### src/rtl/mem_wb_skid.sv
// MEM/WB pipeline register with a one-entry skid buffer so upstream can keep
// streaming while downstream stalls; also counts back-pressured cycles.
module mem_wb_skid #(
    parameter int DATA_W      = 64,
    parameter int IDX_W       = 5,
    parameter int CNT_W       = 16,
    parameter bit X0_SUPPRESS = 1'b1
) (
    input  logic              clk,
    input  logic              rst,
    input  logic              flush,
    input  logic              in_valid,
    output logic              in_ready,
    input  logic [DATA_W-1:0] raddr_i,
    input  logic [DATA_W-1:0] result_i,
    input  logic [IDX_W-1:0]  rd_idx_i,
    input  logic              wb_i,
    input  logic              rmem_i,
    input  logic              wmem_i,
    output logic              out_valid,
    input  logic              out_ready,
    output logic [DATA_W-1:0] raddr_o,
    output logic [DATA_W-1:0] result_o,
    output logic [IDX_W-1:0]  rd_idx_o,
    output logic              wb_o,
    output logic              rmem_o,
    output logic              wmem_o,
    output logic [1:0]        occ,
    output logic [CNT_W-1:0]  stall_cnt
);

    typedef struct packed {
        logic [DATA_W-1:0] raddr;
        logic [DATA_W-1:0] result;
        logic [IDX_W-1:0]  rd_idx;
        logic              wb;
        logic              rmem;
        logic              wmem;
    } entry_t;

    typedef enum logic [1:0] {
        EMPTY = 2'd0,
        ONE   = 2'd1,
        FULL  = 2'd2
    } state_t;

    localparam logic [CNT_W-1:0] CNT_MAX = '1;

    state_t state;
    entry_t main_q;
    entry_t skid_q;
    entry_t in_beat;
    logic   in_fire;
    logic   out_fire;

    assign in_beat  = '{raddr: raddr_i, result: result_i, rd_idx: rd_idx_i,
                        wb: wb_i, rmem: rmem_i, wmem: wmem_i};
    assign out_valid = (state != EMPTY);
    assign in_ready  = (state != FULL) && !flush;
    assign in_fire   = in_valid && in_ready;
    assign out_fire  = out_valid && out_ready;

    // NOTE: occ gets a default before the case so no path leaves it unassigned (no latch).
    always_comb begin
        occ = 2'd0;
        case (state)
            ONE:     occ = 2'd1;
            FULL:    occ = 2'd2;
            default: occ = 2'd0;
        endcase
    end

    always_ff @(posedge clk) begin
        if (!rst) begin
            // NOTE: data registers are reset as well, because raddr_o/result_o stay visible while idle.
            state     <= EMPTY;
            main_q    <= '0;
            skid_q    <= '0;
            stall_cnt <= '0;
        end else begin
            // NOTE: non-blocking updates, so every branch below sees pre-edge state and counters.
            if (out_valid && !out_ready && stall_cnt != CNT_MAX)
                stall_cnt <= stall_cnt + 1'b1;

            if (flush) begin
                state <= EMPTY;
            end else begin
                case (state)
                    EMPTY: begin
                        if (in_fire) begin
                            main_q <= in_beat;
                            state  <= ONE;
                        end
                    end
                    ONE: begin
                        if (in_fire && out_fire) begin
                            main_q <= in_beat;
                        end else if (in_fire) begin
                            skid_q <= in_beat;
                            state  <= FULL;
                        end else if (out_fire) begin
                            state <= EMPTY;
                        end
                    end
                    FULL: begin
                        if (out_fire) begin
                            main_q <= skid_q;
                            state  <= ONE;
                        end
                    end
                    default: state <= EMPTY;
                endcase
            end
        end
    end

    assign raddr_o  = main_q.raddr;
    assign result_o = main_q.result;
    assign rd_idx_o = main_q.rd_idx;
    // x0 is hardwired zero, so a write to it is dropped here rather than in the regfile.
    assign wb_o     = out_valid && main_q.wb && !(X0_SUPPRESS && (main_q.rd_idx == '0));
    assign rmem_o   = out_valid && main_q.rmem;
    assign wmem_o   = out_valid && main_q.wmem;

endmodule

### config.mk
export PLATFORM = sky130hd
export DESIGN_NAME = mem_wb_skid
export DESIGN_NICKNAME = d
export VERILOG_FILES = /design/src/rtl/mem_wb_skid.sv
export SDC_FILE = /design/constraint.sdc
export NUM_CORES = 1
export LEC_CHECK = 0
export ABC_AREA = 1
export CAP_MARGIN = 40
export CELL_PAD_IN_SITES_DETAIL_PLACEMENT = 0
export CELL_PAD_IN_SITES_GLOBAL_PLACEMENT = 1
export CORE_UTILIZATION = 32
export CTS_BUF_LIST = sky130_fd_sc_hd__clkbuf_4 sky130_fd_sc_hd__clkbuf_8 sky130_fd_sc_hd__clkbuf_16
export DETAILED_ROUTE_END_ITERATION = 6
export PLACE_DENSITY = 0.86
export SLEW_MARGIN = 20
export SYNTH_ARGS = -nofsm -noshare
export SYNTH_HDL_FRONTEND = slang
export SYNTH_SLANG_ARGS = --single-unit
### constraint.sdc
create_clock -name clk -period 1.7 [get_ports clk]
set_input_delay 0.17 -clock clk [delete_from_list [all_inputs] [get_ports clk]]
set_output_delay 0.17 -clock clk [all_outputs]
set_load 0.02 [all_outputs]
==> reports/summary.txt, run 1 <==
Detailed Place HPWL: 26420 um
Slew @ Worst Pin: 0.5379 ns
num rows: 74
H-tree levels: 2
CTS clk-pin slew, worst paths: 0.05 ns
Worst Path Buf+Inv: 3
Sink Count: 290
initial detailed-routing violation count: 596
drc violations: 0
GP Congestion: 0.8136
DIE WIDTH: 205.1 um
Final Max Tran Viols: 0
design area: 18790 um2
Clock Root Buffer: clkbuf_16
Port Buffers: 296
fraction of registers with async set/reset: 0%
YS warnings: 0
ANT nets after route: 0
final number of hold-violating endpoints: 0
CP Launch Type: flip-flop
Vias/cell: 4.883
initial antenna violation count: 0
Primary FF master, synth: dfxtp_1
most instantiated library cell after synthesis: nand2_1
Seq/Total Area, Yosys: 43.96%
# nets final: 2246
largest net degree at the start of global routing: 81
DRT Pass-1 Iters: 5
grt ovf: 0
synth cell count leaders: 527 x nand2_1, 290 x dfxtp_1, 225 x nor2_1, 189 x a21oi_1, 148 x nand3_1
slew margin rel.: 64.14%
footprint of the multi-input gates: 5957 um2
slowest CP cell: dfxtp_4
Crit. End Element: flip-flop
worst skew pair latency: 0.54 ns
vias in the first global route: 11730
post-cts hold buffer count: 0
Tot Pwr: 16.49 mW
Synth area leaders: dfxtp_1 44%, nand2_1 15%, buf_4 7.9%
number of synthesized flops with an enable pin: 0
Tcrit/Tclk final: 101.1%
total wire length: 45280 um
worst slack at placement: -0.3301 ns
share of the synthesized area in the top cell type: 43.96%
mapped cell area: 13210 um2
area added between synthesis and finish: 42.27%
cells along the critical path: inv_6 > nand2_8 > nand3_4 > a21oi_4 > buf_12 > nand2_8 > clkbuf_16 > nand2_1 > a21oi_1
TritonCTS clock tree: done
top cell type by total area after synthesis: dfxtp_1
CTS buffer count: 35
Power Density: 877.5 nW/um2
status: finished, violations left
gr usage total: 19.26%
Vias: 12970
Worst Path Arrival: 2.12 ns
Crit path largest cell delay: 0.40 ns
Crit path top cell by count: nand2_8
wire per inst: 17.04 um
Final min period: 1.719 ns
core area: 40740 um2
critical path type: reg -> reg
Max Freq: 581.7 MHz
synthesized instance count: 1913
# Max-Cap Violations: 0
hold crit path type: in -> reg
final setup fails: 18
die height: 205.1 um
sequential cell area: 5819 um2
Fillers: 4022
die area: 42080 um2
boundary pin count: 297
Max Fanout on Critical Path: 14
synth unique cells: 25
Ant. Diodes: 0
global-route wire length before repair: 64050 um
critical path's top delay family: buffers and inverters
flops & latches, synth: 290
unrepaired setup endpoints after global routing: yes
syn avg cell area: 6.903 um2
required time worst endpoint: 2.10 ns
Peak supply drop: 689.6 uV
share of cells above drive strength 1: 12.89%
Final Skew: 0.01121 ns
syn_nets: 2055
Final WS setup: -0.01902 ns
deepest clock path buffer count: 3
placed inst area: 16280 um2
Lkg Pwr: 8.118 nW
failing checks: setup timing
Starting Density: 32.41%
## tightest hold or removal path, cell delays in order
cell     delay (ns)
buf_4          0.22
o21ai_0        0.12
a21oi_1        0.04
## through the flow
stage / utilization [%] / setup TNS [ns] / instances / hold WS [ns]
after global placement: 39.96 / -64.03 / 2555 / 0.4320
after detailed placement: 39.96 / -71.96 / 2555 / 0.4393
after CTS: 43.48 / -0.1080 / 2630 / 0.05605
final: 46.11 / -0.1289 / 2657 / 0.08803
after floorplan: - / 0 / 1913 / 0.3188
after global routing: 46.11 / -5.765 / 2657 / 0.08421
## cell usage in the layout (no fill, tap or decap), types with 43 or more instances in the layout
| master | n |
|---|---|
| a21oi_1 | 164 |
| buf_4 | 43 |
| inv_1 | 56 |
| nand3_1 | 138 |
| o21ai_0 | 69 |
| dfxtp_1 | 285 |
| dlygate4sd2_1 | 63 |
| clkbuf_16 | 57 |
| nor2_1 | 219 |
| o21ai_1 | 111 |
| clkdlybuf4s50_1 | 191 |
| nand2_1 | 503 |
## timing repair
item                                    4_1_cts  5_1_grt
resized for setup                           129      153
buffers inserted                             11        3
gates cloned                                  6       28
pin swaps                                     6       17
endpoints found under the setup margin      346      309
## state kept, by name (all words and copies together), names as in the netlist
register and count:
main_q 3, raddr_o 64, rd_idx_o 5, result_o 64, skid_q 136, stall_cnt 16, state 2
## final cells by class
class	instances	area share, %
multi-input combinational	1294	31.71
sequential	290	30.98
timing repair buffer	420	26.35
clock buffer	51	5.754
tap	532	3.543
inverter	63	1.325
clock inverter	7	0.3397
## layer usage
layer	track usage [%]	vias to the layer above	share of wire, %
li1	-	6437	-
met1	25.10	6108	44
met4	6.323	0	2.1
met3	4.645	57	6.9
met5	0	-	0
met2	31.02	372	47
## logic make-up after synthesis
| logic type | after synthesis | synth area share, % |
|---|---|---|
| AND/OR/NAND/NOR | 911 | 27.50 |
| AO/OA/AOI/OAI | 375 | 14.26 |
| buffers and inverters | 331 | 13.85 |
| flip-flops | 290 | 43.96 |
| XOR/XNOR | 5 | 0.3317 |
| adder cells (fa/ha/maj) | 1 | 0.09474 |
## power breakdown
| part | switching [mW] | internal [mW] |
|---|---|---|
| Combinational | 1.01 | 0.959 |
| Sequential | 0.0989 | 6.96 |
| Clock | 2.91 | 4.54 |
## path summary, 6_finish.rpt
path	slack, ns	cells past startpoint	from	endpoint
worst max-delay path	-0.02	9	state[0]$_SDFFE_PP0P_	raddr_o[61]$_SDFFE_PN0P_
worst min-delay path	0.09	3	rst	skid_q[114]$_SDFFE_PN0P_
worst max register to register	-0.02	9	state[0]$_SDFFE_PP0P_	raddr_o[61]$_SDFFE_PN0P_
worst min register to register	0.45	2	skid_q[107]$_SDFFE_PN0P_	skid_q[107]$_SDFFE_PN0P_
(Power assumes the default switching activity.)
==> run 2, diff against run 1 <==
- PLACE_DENSITY: 0.86 -> 0.73
- TNS_END_PERCENT: unset -> 30
==> run 2 against run 1 <==
Utilization shrank 2.1 points. Critical path type is now reg -> out. Cell area shrank 4.6%. The flow now finishes without violations. Clock power rose by 5.1%. Power is 0.97% higher. Critical endpoint is now in_ready. Hold slack lost 0.0058 ns.
==> reports/summary.txt, run 2 (same netlist as run 1, synthesis figures left out) <==
grt ovf: 0 (unchanged)
max FFs per register: 136 (unchanged)
largest net degree at the start of global routing: 103 (+27%)
final setup fails: 0 (-18)
DRT Pass-1 Iters: 6 (+1)
placed inst area: 16280 um2 (about the same)
gr usage total: 19.32% (+0.063 points)
Final Max Tran Viols: 0 (unchanged)
Lkg Pwr: 7.743 nW (-4.6%)
Fillers: 4144 (+3.0%)
Sink Count: 290 (unchanged)
worst skew pair latency: 0.54 ns (about the same)
status: finished, final reports clean
Port Buffers: 296 (unchanged)
ANT nets after route: 0 (unchanged)
footprint of the multi-input gates: 5667 um2 (-4.9%)
hold crit path type: in -> reg
clock share of power: 47.0% (+1.8 points)
required time worst endpoint: 1.53 ns (-0.57 ns)
largest reg by FF count: skid_q
Detailed Place HPWL: 26090 um (-1.2%)
Seq pwr share: 42.4% (-0.4 points)
switching share of power: 24.05% (-0.36 points)
Peak supply drop: 556.5 uV (-19%)
CTS clk-pin slew, worst paths: 0.05 ns (about the same)
critical path type: reg -> out
crit path from: state[0]$_SDFFE_PP0P_
Final Skew: 0.007896 ns (-0.003312 ns)
post-cts hold buffer count: 0 (unchanged)
Sw Pwr: 4.004 mW (-0.53%)
cells along the critical path: buf_6 > nor2_4 > nor2_2 > buf_4 > buf_12
GP Congestion: 0.7616 (-6.4%)
Slew @ Worst Pin: 0.5387 ns (+0.0007608 ns)
met2 routed WL: 19280 um (-9.9%)
Crit. End Element: output pin
boundary pin count: 297 (unchanged)
Clock Root Buffer: clkbuf_16
most frequent cells in the layout: 526 x nand2_1, 285 x dfxtp_1, 221 x nor2_1
most common cell after layout, fill and taps aside: nand2_1
H-tree levels: 2 (unchanged)
routed wl met3: 2588 um (-17%)
Max Freq: 590.9 MHz (+1.6%)
deepest clock path buffer count: 3 (unchanged)
Logic pwr share: 10.6% (-1.4 points)
CTS buffer count: 35 (unchanged)
num rows: 74 (unchanged)
reg2reg path depth: 8 (-1)
total wire length: 43130 um (-4.8%)
Tcrit/Tclk final: 99.56% (-1.6 points)
slowest CP cell: dfxtp_4
die area: 42080 um2 (unchanged)
unrepaired setup endpoints after global routing: yes
TritonCTS clock tree: done
design area: 17920 um2 (-4.6%)
initial detailed-routing violation count: 690 (+16%)
Max Fanout on Critical Path: 4 (-10)
Starting Density: 32.41% (unchanged)
area added between synthesis and finish: 35.69%
Power Density: 929.0 nW/um2 (+5.9%)
# Max-Cap Violations: 0 (unchanged)
Tot Pwr: 16.65 mW (+0.97%)
die height: 205.1 um (unchanged)
Final min period: 1.692 ns (-0.02657 ns)
global-route wire length before repair: 64560 um (+0.81%)
# nets final: 2208 (-1.7%)
wire per inst: 16.44 um (-3.6%)
CP Launch Type: flip-flop
Final Util: 43.98% (-2.1 points)
Critical Path Sink: in_ready
RR Endpoint: raddr_o[38]$_SDFFE_PN0P_
share of cells above drive strength 1: 8.756% (-4.1 points)
Cell Int Power: 12.64 mW (+1.5%)
Vias/cell: 4.753 (-2.7%)
final number of hold-violating endpoints: 0 (unchanged)
Crit. path cell count: 5 (-4)
RR Startpoint: state[1]$_SDFFE_PP0P_
vias in the first global route: 11610 (-1.0%)
slew margin rel.: 64.09% (about the same)
Crit path largest cell delay: 0.36 ns (-0.04 ns)
Metal-1 WL: 20100 um (+1.3%)
hold_ws: 0.08225 ns (-0.005779 ns)
initial antenna violation count: 4 (+4)
core area: 40740 um2 (unchanged)
Worst Path Arrival: 1.52 ns (-0.60 ns)
Vias: 12470 (-3.9%)
Worst Path Buf+Inv: 3 (unchanged)
sequential cell area: 5819 um2 (unchanged)
Highest Signal Layer: met5
drc violations: 0 (unchanged)
R2R Setup Slk: 0.05 ns (+0.07 ns)
DIE WIDTH: 205.1 um (unchanged)
critical path's top delay family: buffers and inverters
-- run 2: cell types whose count changed in the layout (fill, tap and decap cells not counted), moves of 10 or more --
| cell | previous run | this run |
|---|---|---|
| o21ai_1 | 111 | 99 |
| clkbuf_16 | 57 | 47 |
| a21oi_2 | 24 | 1 |
| o21ai_0 | 69 | 82 |
| nand2_4 | 11 | 1 |
| a21oi_1 | 164 | 187 |
| nand2_2 | 13 | 0 |
| nand2_1 | 503 | 526 |
| clkdlybuf4s50_1 | 191 | 179 |
| dlygate4sd2_1 | 63 | 78 |
-- run 2: layout make-up --
class                           instances  area share [%]
Antenna cell                            2         0.02793
Clock buffer                           54           6.264
Tap cell                              532           3.715
Inverter                               63           1.362
Clock inverter                          7          0.5028
Multi-Input combinational cell       1292           31.62
Timing Repair Buffer                  384           24.03
Sequential cell                       290           32.48
-- run 2: what timing repair did --
item | 4_1_cts | 5_1_grt
setup buffers | 4 | 2
endpoints found under the setup margin | 334 | 271
cloned | 0 | 11
resized for setup | 102 | 60
pin swaps | 4 | 4
-- run 2: metrics by stage --
stage               setup TNS [ns]  instances  setup slack (ns)
detailed placement          -45.63       2545           -0.3187
global route                -2.351       2624          -0.06471
CTS                       -0.02765       2610          -0.02765
floorplan                        0       1913           0.03981
global placement            -50.83       2545           -0.3183
finish                           0       2624          0.007550
-- run 2: power by group through the flow --
stage / combinational (mW) / clock (mW) / sequential (mW)
detailed placement: 1.78 / 0 / 7.21
floorplan: 1.01 / 0 / 7.18
global route: 1.93 / 8.33 / 7.07
finish: 1.77 / 7.83 / 7.06
CTS: 1.75 / 8.04 / 7.06
global placement: 1.77 / 0 / 7.21
-- run 2: worst min path at each step --
| stage | slack (ns) | end | depth (start not counted) | startpoint |
|---|---|---|---|---|
| final | 0.08 | stall_cnt[7]$_SDFFE_PN0P_ | 3 | rst |
| after global routing | 0.09 | stall_cnt[12]$_SDFFE_PN0P_ | 3 | rst |
| after CTS | 0.05 | stall_cnt[7]$_SDFFE_PN0P_ | 3 | rst |
| after detailed placement | 0.44 | skid_q[117]$_SDFFE_PN0P_ | 2 | skid_q[117]$_SDFFE_PN0P_ |
| after global placement | 0.43 | skid_q[108]$_SDFFE_PN0P_ | 2 | skid_q[108]$_SDFFE_PN0P_ |
| after floorplan | 0.32 | skid_q[10]$_SDFFE_PN0P_ | 2 | result_i[2] |
-- run 2: layer usage --
| metal | global-route usage, % | vias to the layer above |
|---|---|---|
| met2 | 30.01 | 331 |
| met4 | 7.037 | 2 |
| li1 | - | 6334 |
| met5 | 0 | - |
| met3 | 4.152 | 69 |
| met1 | 26.15 | 5736 |
-- run 2: worst register-to-register path, stage by stage, from the launching register on --
cell and delay [ns]:
dfxtp_4 0.39, nor2_4 0.18, buf_4 0.17, a21oi_4 0.08
buf_4 0.15, nand2_4 0.12, buf_12 0.22, nand2_1 0.12
a21oi_1 0.16
==> run 3, diff against run 2 <==
- CAP_MARGIN: 40 -> 10
==> results of run 3 <==
Final layout, timing and power as in run 2 (identical DEF).
